--- src/rtl/dmem_pkg.sv ---
// -----------------------------------------------------------------------------
// dmem_pkg
// Shared definitions for the data-memory arbiter: FSM state encoding, default
// RAM geometry and the port index constants used to record which requester
// owns the current transaction.
// -----------------------------------------------------------------------------
package dmem_pkg;

    // Default RAM geometry (word address / data width).
    localparam int DMEM_ADDR_W = 8;
    localparam int DMEM_DATA_W = 16;

    // Requester indices, also the encoding of the grant / last-grant bits.
    localparam logic PORT_CPU = 1'b0;
    localparam logic PORT_LDR = 1'b1;

    // One transaction walks IDLE -> ISSUE -> WAIT -> ACK -> IDLE.
    typedef enum logic [1:0] {
        ST_IDLE  = 2'd0,
        ST_ISSUE = 2'd1,
        ST_WAIT  = 2'd2,
        ST_ACK   = 2'd3
    } dmem_state_t;

endpackage

--- src/rtl/dmem_arb_pick.sv ---
// -----------------------------------------------------------------------------
// dmem_arb_pick
// Combinational winner select between the CPU port (0) and the loader port (1).
//
// Build option:
//   DMEM_ARB_RR_EN defined   : round-robin; on a tie the port not granted last
//                              wins. Adds the last_gnt input.
//   DMEM_ARB_RR_EN undefined : fixed priority, port 0 always wins a tie.
//
// Ports:
//   req0, req1  in  : requests from port 0 / port 1
//   last_gnt    in  : port granted most recently (round-robin build only)
//   any_req     out : at least one request is pending
//   win         out : winning port index (meaningful only when any_req = 1)
// -----------------------------------------------------------------------------
module dmem_arb_pick
    import dmem_pkg::*;
(
    input  logic req0,
    input  logic req1,
`ifdef DMEM_ARB_RR_EN
    input  logic last_gnt,
`endif
    output logic any_req,
    output logic win
);

    always_comb begin
        any_req = req0 | req1;
`ifdef DMEM_ARB_RR_EN
        // A lone request always wins; only a tie consults the history.
        if (req0 && req1) begin
            win = ~last_gnt;
        end else if (req1) begin
            win = PORT_LDR;
        end else begin
            win = PORT_CPU;
        end
`else
        win = req0 ? PORT_CPU : PORT_LDR;
`endif
    end

endmodule

--- src/rtl/dmem_arbiter.sv ---
// -----------------------------------------------------------------------------
// dmem_arbiter
// Shares the single-port data RAM between the CPU data port (port 0) and the
// program/IO loader (port 1). Each requester holds req/we/addr/wdata until its
// one-cycle ack. The arbiter registers the winner's address, data and write
// enable toward the RAM, waits out the RAM's one-cycle registered read latency
// and captures the RAM output into rdata. Writes also return the written word
// (the RAM reads new data during a write).
//
// Build option: DMEM_ARB_RR_EN selects round-robin arbitration (see
// dmem_arb_pick); without it port 0 has fixed priority and no last-grant
// register exists.
//
// Ports:
//   clock, reset           : rising-edge clock, synchronous active-high reset
//   req0/1, we0/1          : request and write flag per port
//   addr0/1, wdata0/1      : word address and write data per port
//   ack0/1                 : one-cycle completion pulse per port
//   rdata                  : read data, valid in the ack cycle (shared)
//   busy                   : transaction in flight (FSM not in IDLE)
//   ram_address/data/wren  : registered drive to the RAM
//   ram_q                  : RAM output, valid one cycle after the address
// -----------------------------------------------------------------------------
module dmem_arbiter
    import dmem_pkg::*;
#(
    parameter int ADDR_W = DMEM_ADDR_W,
    parameter int DATA_W = DMEM_DATA_W
) (
    input  logic              clock,
    input  logic              reset,

    input  logic              req0,
    input  logic              we0,
    input  logic [ADDR_W-1:0] addr0,
    input  logic [DATA_W-1:0] wdata0,

    input  logic              req1,
    input  logic              we1,
    input  logic [ADDR_W-1:0] addr1,
    input  logic [DATA_W-1:0] wdata1,

    output logic              ack0,
    output logic              ack1,
    output logic [DATA_W-1:0] rdata,
    output logic              busy,

    output logic [ADDR_W-1:0] ram_address,
    output logic [DATA_W-1:0] ram_data,
    output logic              ram_wren,
    input  logic [DATA_W-1:0] ram_q
);

    dmem_state_t       state_q, state_d;
    logic              gnt_q, gnt_d;
    logic [ADDR_W-1:0] ram_address_q, ram_address_d;
    logic [DATA_W-1:0] ram_data_q, ram_data_d;
    logic              ram_wren_q, ram_wren_d;
    logic [DATA_W-1:0] rdata_q, rdata_d;

    logic any_req;
    logic win;

`ifdef DMEM_ARB_RR_EN
    logic last_gnt_q, last_gnt_d;
`endif

    dmem_arb_pick u_pick (
        .req0     (req0),
        .req1     (req1),
`ifdef DMEM_ARB_RR_EN
        .last_gnt (last_gnt_q),
`endif
        .any_req  (any_req),
        .win      (win)
    );

    // -------------------------------------------------------------------------
    // Next-state logic
    // -------------------------------------------------------------------------
    always_comb begin
        // NOTE: every signal gets its hold value first so no path through the
        // case below can leave one unassigned and infer a latch.
        state_d       = state_q;
        gnt_d         = gnt_q;
        ram_address_d = ram_address_q;
        ram_data_d    = ram_data_q;
        ram_wren_d    = ram_wren_q;
        rdata_d       = rdata_q;
`ifdef DMEM_ARB_RR_EN
        last_gnt_d    = last_gnt_q;
`endif

        case (state_q)
            ST_IDLE: begin
                // Requests are only looked at here; a losing request simply
                // stays high and wins a later pass through IDLE.
                if (any_req) begin
                    state_d       = ST_ISSUE;
                    gnt_d         = win;
                    ram_address_d = (win == PORT_LDR) ? addr1  : addr0;
                    ram_data_d    = (win == PORT_LDR) ? wdata1 : wdata0;
                    ram_wren_d    = (win == PORT_LDR) ? we1    : we0;
`ifdef DMEM_ARB_RR_EN
                    last_gnt_d    = win;
`endif
                end
            end
            ST_ISSUE: begin
                // The RAM takes the address (and any write) on the edge ending
                // this cycle; drop wren so a write lasts exactly one cycle.
                ram_wren_d = 1'b0;
                state_d    = ST_WAIT;
            end
            ST_WAIT: begin
                // ram_q now reflects the held address, including for writes.
                rdata_d = ram_q;
                state_d = ST_ACK;
            end
            ST_ACK: begin
                state_d = ST_IDLE;
            end
            default: begin
                state_d = ST_IDLE;
            end
        endcase
    end

    // -------------------------------------------------------------------------
    // State registers
    // -------------------------------------------------------------------------
    // NOTE: sequential state uses non-blocking assignments so every flop
    // samples its _d value from before this edge, independent of order.
    // A write already registered into ram_wren_q still reaches the RAM on the
    // reset edge, since the RAM samples the pre-edge value; clearing it here
    // only stops any further write.
    always_ff @(posedge clock) begin
        if (reset) begin
            state_q       <= ST_IDLE;
            gnt_q         <= PORT_CPU;
            ram_address_q <= '0;
            ram_data_q    <= '0;
            ram_wren_q    <= 1'b0;
            rdata_q       <= '0;
`ifdef DMEM_ARB_RR_EN
            // Port 1 marked as last grant so port 0 wins the first tie.
            last_gnt_q    <= PORT_LDR;
`endif
        end else begin
            state_q       <= state_d;
            gnt_q         <= gnt_d;
            ram_address_q <= ram_address_d;
            ram_data_q    <= ram_data_d;
            ram_wren_q    <= ram_wren_d;
            rdata_q       <= rdata_d;
`ifdef DMEM_ARB_RR_EN
            last_gnt_q    <= last_gnt_d;
`endif
        end
    end

    // -------------------------------------------------------------------------
    // Outputs
    // -------------------------------------------------------------------------
    // Acks decode straight from registered state, so they are one cycle wide
    // and mutually exclusive by construction.
    assign ack0        = (state_q == ST_ACK) && (gnt_q == PORT_CPU);
    assign ack1        = (state_q == ST_ACK) && (gnt_q == PORT_LDR);
    assign busy        = (state_q != ST_IDLE);
    assign rdata       = rdata_q;
    assign ram_address = ram_address_q;
    assign ram_data    = ram_data_q;
    assign ram_wren    = ram_wren_q;

endmodule

--- config.mk ---
export PLATFORM = sky130hd
export DESIGN_NAME = dmem_arbiter
export DESIGN_NICKNAME = d
export VERILOG_FILES = /design/src/rtl/dmem_pkg.sv /design/src/rtl/dmem_arb_pick.sv /design/src/rtl/dmem_arbiter.sv
export SDC_FILE = /design/constraint.sdc
export NUM_CORES = 1
export LEC_CHECK = 0
export BUFFER_PORTS_ARGS = -buffer_cell sky130_fd_sc_hd__buf_2
export CAP_MARGIN = 30
export CORE_MARGIN = 1.5
export CORE_UTILIZATION = 44
export CTS_CLUSTER_DIAMETER = 100
export DETAILED_ROUTE_END_ITERATION = 6
export PLACE_DENSITY = 0.79
export SYNTH_ARGS = -nofsm -noshare
export SYNTH_HDL_FRONTEND = slang
export SYNTH_HIERARCHICAL = 1
export SYNTH_SLANG_ARGS = --single-unit
--- constraint.sdc ---
create_clock -name clock -period 1.9 [get_ports clock]
set_input_delay 0.38 -clock clock [delete_from_list [all_inputs] [get_ports clock]]
set_output_delay 0.38 -clock clock [all_outputs]
set_load 0.05 [all_outputs]
## After elaboration in Yosys (flattened, before gate mapping)

Cells that the tools add are included.

| word-level totals | value |
|---|---|
| register bits | 44 |
| input port bits | 70 |
| output and inout bits | 44 |
| word-level logic and storage cells | 27 |

| cells by class | value |
|---|---|
| eq/ne operators | 4 |
| mux-type cells | 8 |
| bitwise gates (word level) | 2 |
| reductions and logical operators | 7 |

Operators with widths:

| operator | number |
|---|---|
| $mux 16 | 1 |
| $mux 8 | 1 |
| $pmux 2 s4 | 1 |
| $eq 2x2->1 const B | 2 |
| $reduce_and 2->1 | 2 |
| $reduce_bool 2->1 | 2 |
| $mux 1 | 3 |
| $eq 2x1->1 const B | 1 |
| $logic_and 1x1->1 | 2 |
| $logic_not 2->1 | 1 |
| $mux 2 | 1 |
| $ne 2x2->1 const B | 1 |
| $pmux 1 s2 | 1 |
| $not 1->1 | 1 |
| $or 1x1->1 | 1 |

## Depth between registers and ports, before layout

| logic depth | value |
|---|---|
| word-level depth | 3 |
| depth in mapped cells | 7 |
| mapped depth without buffers | 5 |

## Cells and area by module

Netlist, hierarchy kept.

Modules (own cells, without submodules):

| module | instances | cells each | area each (um2) | sequential area each (um2) |
|---|---|---|---|---|
| dmem_arbiter | 1 | 189 | 2016.9 | 880.8 |
| dmem_arb_pick | 1 | 2 | 10.0 | 0.0 |

## Least setup slack after synthesis

Ideal clock, no wire load.

| timing path | value |
|---|---|
| path kind | register to output |
| start | reg state_q[0] |
| end | out ack0 |
| data arrival time | 1.221 ns |
| data required time | 1.520 ns |
| setup slack | 0.299 ns |
| stages on the path, launching flop included | 3 |
| path buffers | 0 |
| path through | dfxtp_1 ha_1 nor2b_1 |

| between the ends | value |
|---|---|
| longest elaborated chain between the ends | 2 |

Ends and longest elaborated chain:

| what | line | RTL |
|---|---|---|
| start, declared | dmem_arbiter.sv:54 | `dmem_state_t state_q, state_d;` |
| start signal, assigned | dmem_arbiter.sv:150 | `state_q <= state_d;` |
| $eq 2x2->1 | dmem_arbiter.sv:167 | `assign ack0 = (state_q == ST_ACK) && (gnt_q == PORT_CPU);` |
| $logic_and 1x1->1 | dmem_arbiter.sv:167 |  |
| end, declared | dmem_arbiter.sv:43 | `output logic ack0,` |

No other way between the ends.

## Worst setup path after layout

| timing path | value |
|---|---|
| start | reg state_q[0] |
| end | out busy |

| between the ends | value |
|---|---|
| longest elaborated chain between the ends | 1 |

Ends and longest elaborated chain:

| what | line | RTL |
|---|---|---|
| $reduce_bool 2->1 | dmem_arbiter.sv:169 | `assign busy = (state_q != ST_IDLE);` |
| end, declared | dmem_arbiter.sv:46 | `output logic busy,` |

No other way between the ends.

==> run_results.csv <==
group,metric,value,unit
run_status,outcome,"finished clean",
logic_synthesis,synth_top_cell_by_area,"dfxtp_1",
route,vias,1720,
sta,fmaxAchievable,562,MHz
route,viasPerCell,4.89,
sta,setup_viol_count_final,0,
sta,drv_slew,0,
global_routing,grt_max_degree,50,
critical_path,endpoint_kind,"output pin",
critical_path,cp-startpoint,"state_q[0]",
sta,fin_ws,0.120,ns
clock_tree,cts_setup_buffers,0,
die,initial_utilization,46.2,%
power,leakage,1.34,nW
route,drc,0,
die,row_count,24,
place,place_hpwl,3.17,mm
job,drv_cap,0,
critical_path,path_cells,"inv_1 -> ha_1 -> inv_1 -> buf_2",
clock_tree,cts_sinks,44,
critical_path,worstPathRequired,1.52,ns
global_routing,overflow,0,
min_path,hold_start,"ram_q[15]",
logic_synthesis,synth_area_leaders,"dfxtp_1, mux2i_1, a211oi_2",
sta,worst_slew_pin_slew,0.594,ns
clock_tree,clk_latency,0.29,ns
logic_synthesis,ys_ff_latch,44,
global_routing,grt_usage,16.9,%
critical_path,crit_path_frequent_cell,"inv_1",
logic_synthesis,seq_area_frac_synth,43.5,%
route,routed_wl,4.26,mm
logic_synthesis,netlist_instances,191,
route,drt.antenna.violating_nets,0,
logic_synthesis,syn_area_per_cell,10.6,um2
critical_path,crit_fanout,6,
power,ir_drop,0.716,mV
final_layout,final_common_cell,"buf_2",
critical_path,slowest_delay,0.38,ns
critical_path,ff2ff_path_depth,5,
final_layout,final_core_util,61.3,%
sta,period_share,93.7,%
power,p_total,4.29,mW
logic_synthesis,ys_types,20,
route,first_pass_iters,4,
die,die_w,70.9,um
logic_synthesis,ys_warn_count,6,
die,num_io_pins,114,
final_layout,diodes,0,
final_layout,nets,373,
logic_synthesis,syn_area,2030,um2
sta,clock_skew,0.00475,ns
place,dp_slack,0.194,ns
critical_path,cp-start-kind,"register",
die,design.die.area,5020,um2
sta,timing.setup.tns,0,ns
sta,hold_ws,0.323,ns
clock_tree,cts_tree,"yes",
min_path,min_path_cells,3,
clock_tree,holdBufCountCts,0,
logic_synthesis,syn-num-nets,265,
global_routing,antenna_found_initial,0,
critical_path,worstSetupPathType,"register to output pin",
clock_tree,cts_root_buffer,"clkbuf_8",
final_layout,drive_above_1_share,49.7,%
clock_tree,cts_buffers,5,
sta,post-route-min-period,1.78,ns
logic_synthesis,netlist.area_leader.share,43.5,%
min_path,hp-class,"input pin to register",
die,die_h,70.9,um
global_routing,grt_pass1_wl,6.94,mm
critical_path,crit_slowest_cell,"dfxtp_1",
clock_tree,cts_buffer_depth,2,
final_layout,final_cell_mix,"buf_2, dfxtp_1, mux2i_1, nor2_1, a211oi_2",
critical_path,arrival,1.40,ns
clock_tree,cts_resized,0,
clock_tree,ctsHtreeMaxLevel,2,
place,gp_congestion,0.745,
final_layout,area_delta_synth_final,32.6,%
clock_tree,clkTransAtPathRegs,0.08,ns
sta,rsz0062_at_grt,"false",
die,core_area,4380,um2
sta,hold_violations,0,
power,power_density,1600,nW/um2
route,drt_iter0_drc,31,
global_routing,grt_pass1_vias,1672,
place,port_buffers,113,
critical_path,timing.rr.start,"state_q[1]",
sta,relSlewSlack,60.4,%
route,wl_per_cell,12.1,um
[per-layer routing]
| metal | vias up | share of wire (%) | global-route usage [%] |
|---|---|---|---|
| met5 | - | 0 | 0 |
| met1 | 764 | 40 | 18.4 |
| met2 | 80 | 48 | 30.4 |
| met3 | 4 | 11 | 6.98 |
| li1 | 872 | - | - |
| met4 | 0 | 0.82 | 4.40 |
[final timing paths]
kind                 endpoint  slack (ns)
setup / recovery         busy        0.12
hold / removal      rdata[15]        0.32
setup reg to reg  ram_data[9]        0.19
hold reg to reg      ram_wren        0.47
[cells by family after synthesis]
logic type,after synthesis,synth area share [%]
compound gates,29,16.2
fa+ha+maj,4,2.47
buf+inv,20,6.67
flops,44,43.5
mux,42,20.7
simple gates,52,10.5
[cells in the mapped netlist]
cell type  instances
a211oi_1           1
a211oi_2          24
a21oi_1            3
and2_1             1
and2_4             1
buf_1              1
buf_2              3
buf_4              5
buf_6              5
clkbuf_1           2
dfxtp_1           44
ha_1               4
inv_1              4
mux2i_1           42
nand2_1            4
nor2_1            42
nor2b_1            1
o21ai_0            1
or2_1              1
or3_1              2
[sequential cells by signal, summed over array words and instances, names as in the netlist]
name and count:
rdata 16, gnt_q 1, ram_address 8, ram_data 16, state_q 2, ram_wren 1
[critical path, delay by kind of cell (launching register included)]
family	cells	cell delay [ns]
buffers and inverters	3	0.45
flip-flops	1	0.38
adder cells (fa/ha/maj)	1	0.28
[where the power goes]
part / switching, mW / leakage, nW / internal, mW
combinational: 1.63 / 0.919 / 0.644
clock: 0.298 / 0.0552 / 0.390
sequential: 0.136 / 0.362 / 1.20
[per-stage QoR]
| stage | instances | instance area (um2) |
|---|---|---|
| after global routing | 352 | 2690 |
| final | 352 | 2690 |
| after detailed placement | 344 | 2580 |
| after floorplan | 191 | 2030 |
| after CTS | 352 | 2690 |
| after global placement | 344 | 2580 |
[area by class of cell]
type | count | area [um2]
clock buffer | 6 | 72.6
clock inverter | 2 | 35.0
fill | 379 | 1700
inverter | 4 | 15.0
multi-input combinational | 127 | 1010
sequential | 44 | 881
tap | 52 | 65.1
timing repair buffer | 117 | 608
Power figures use the tool's default switching activity.
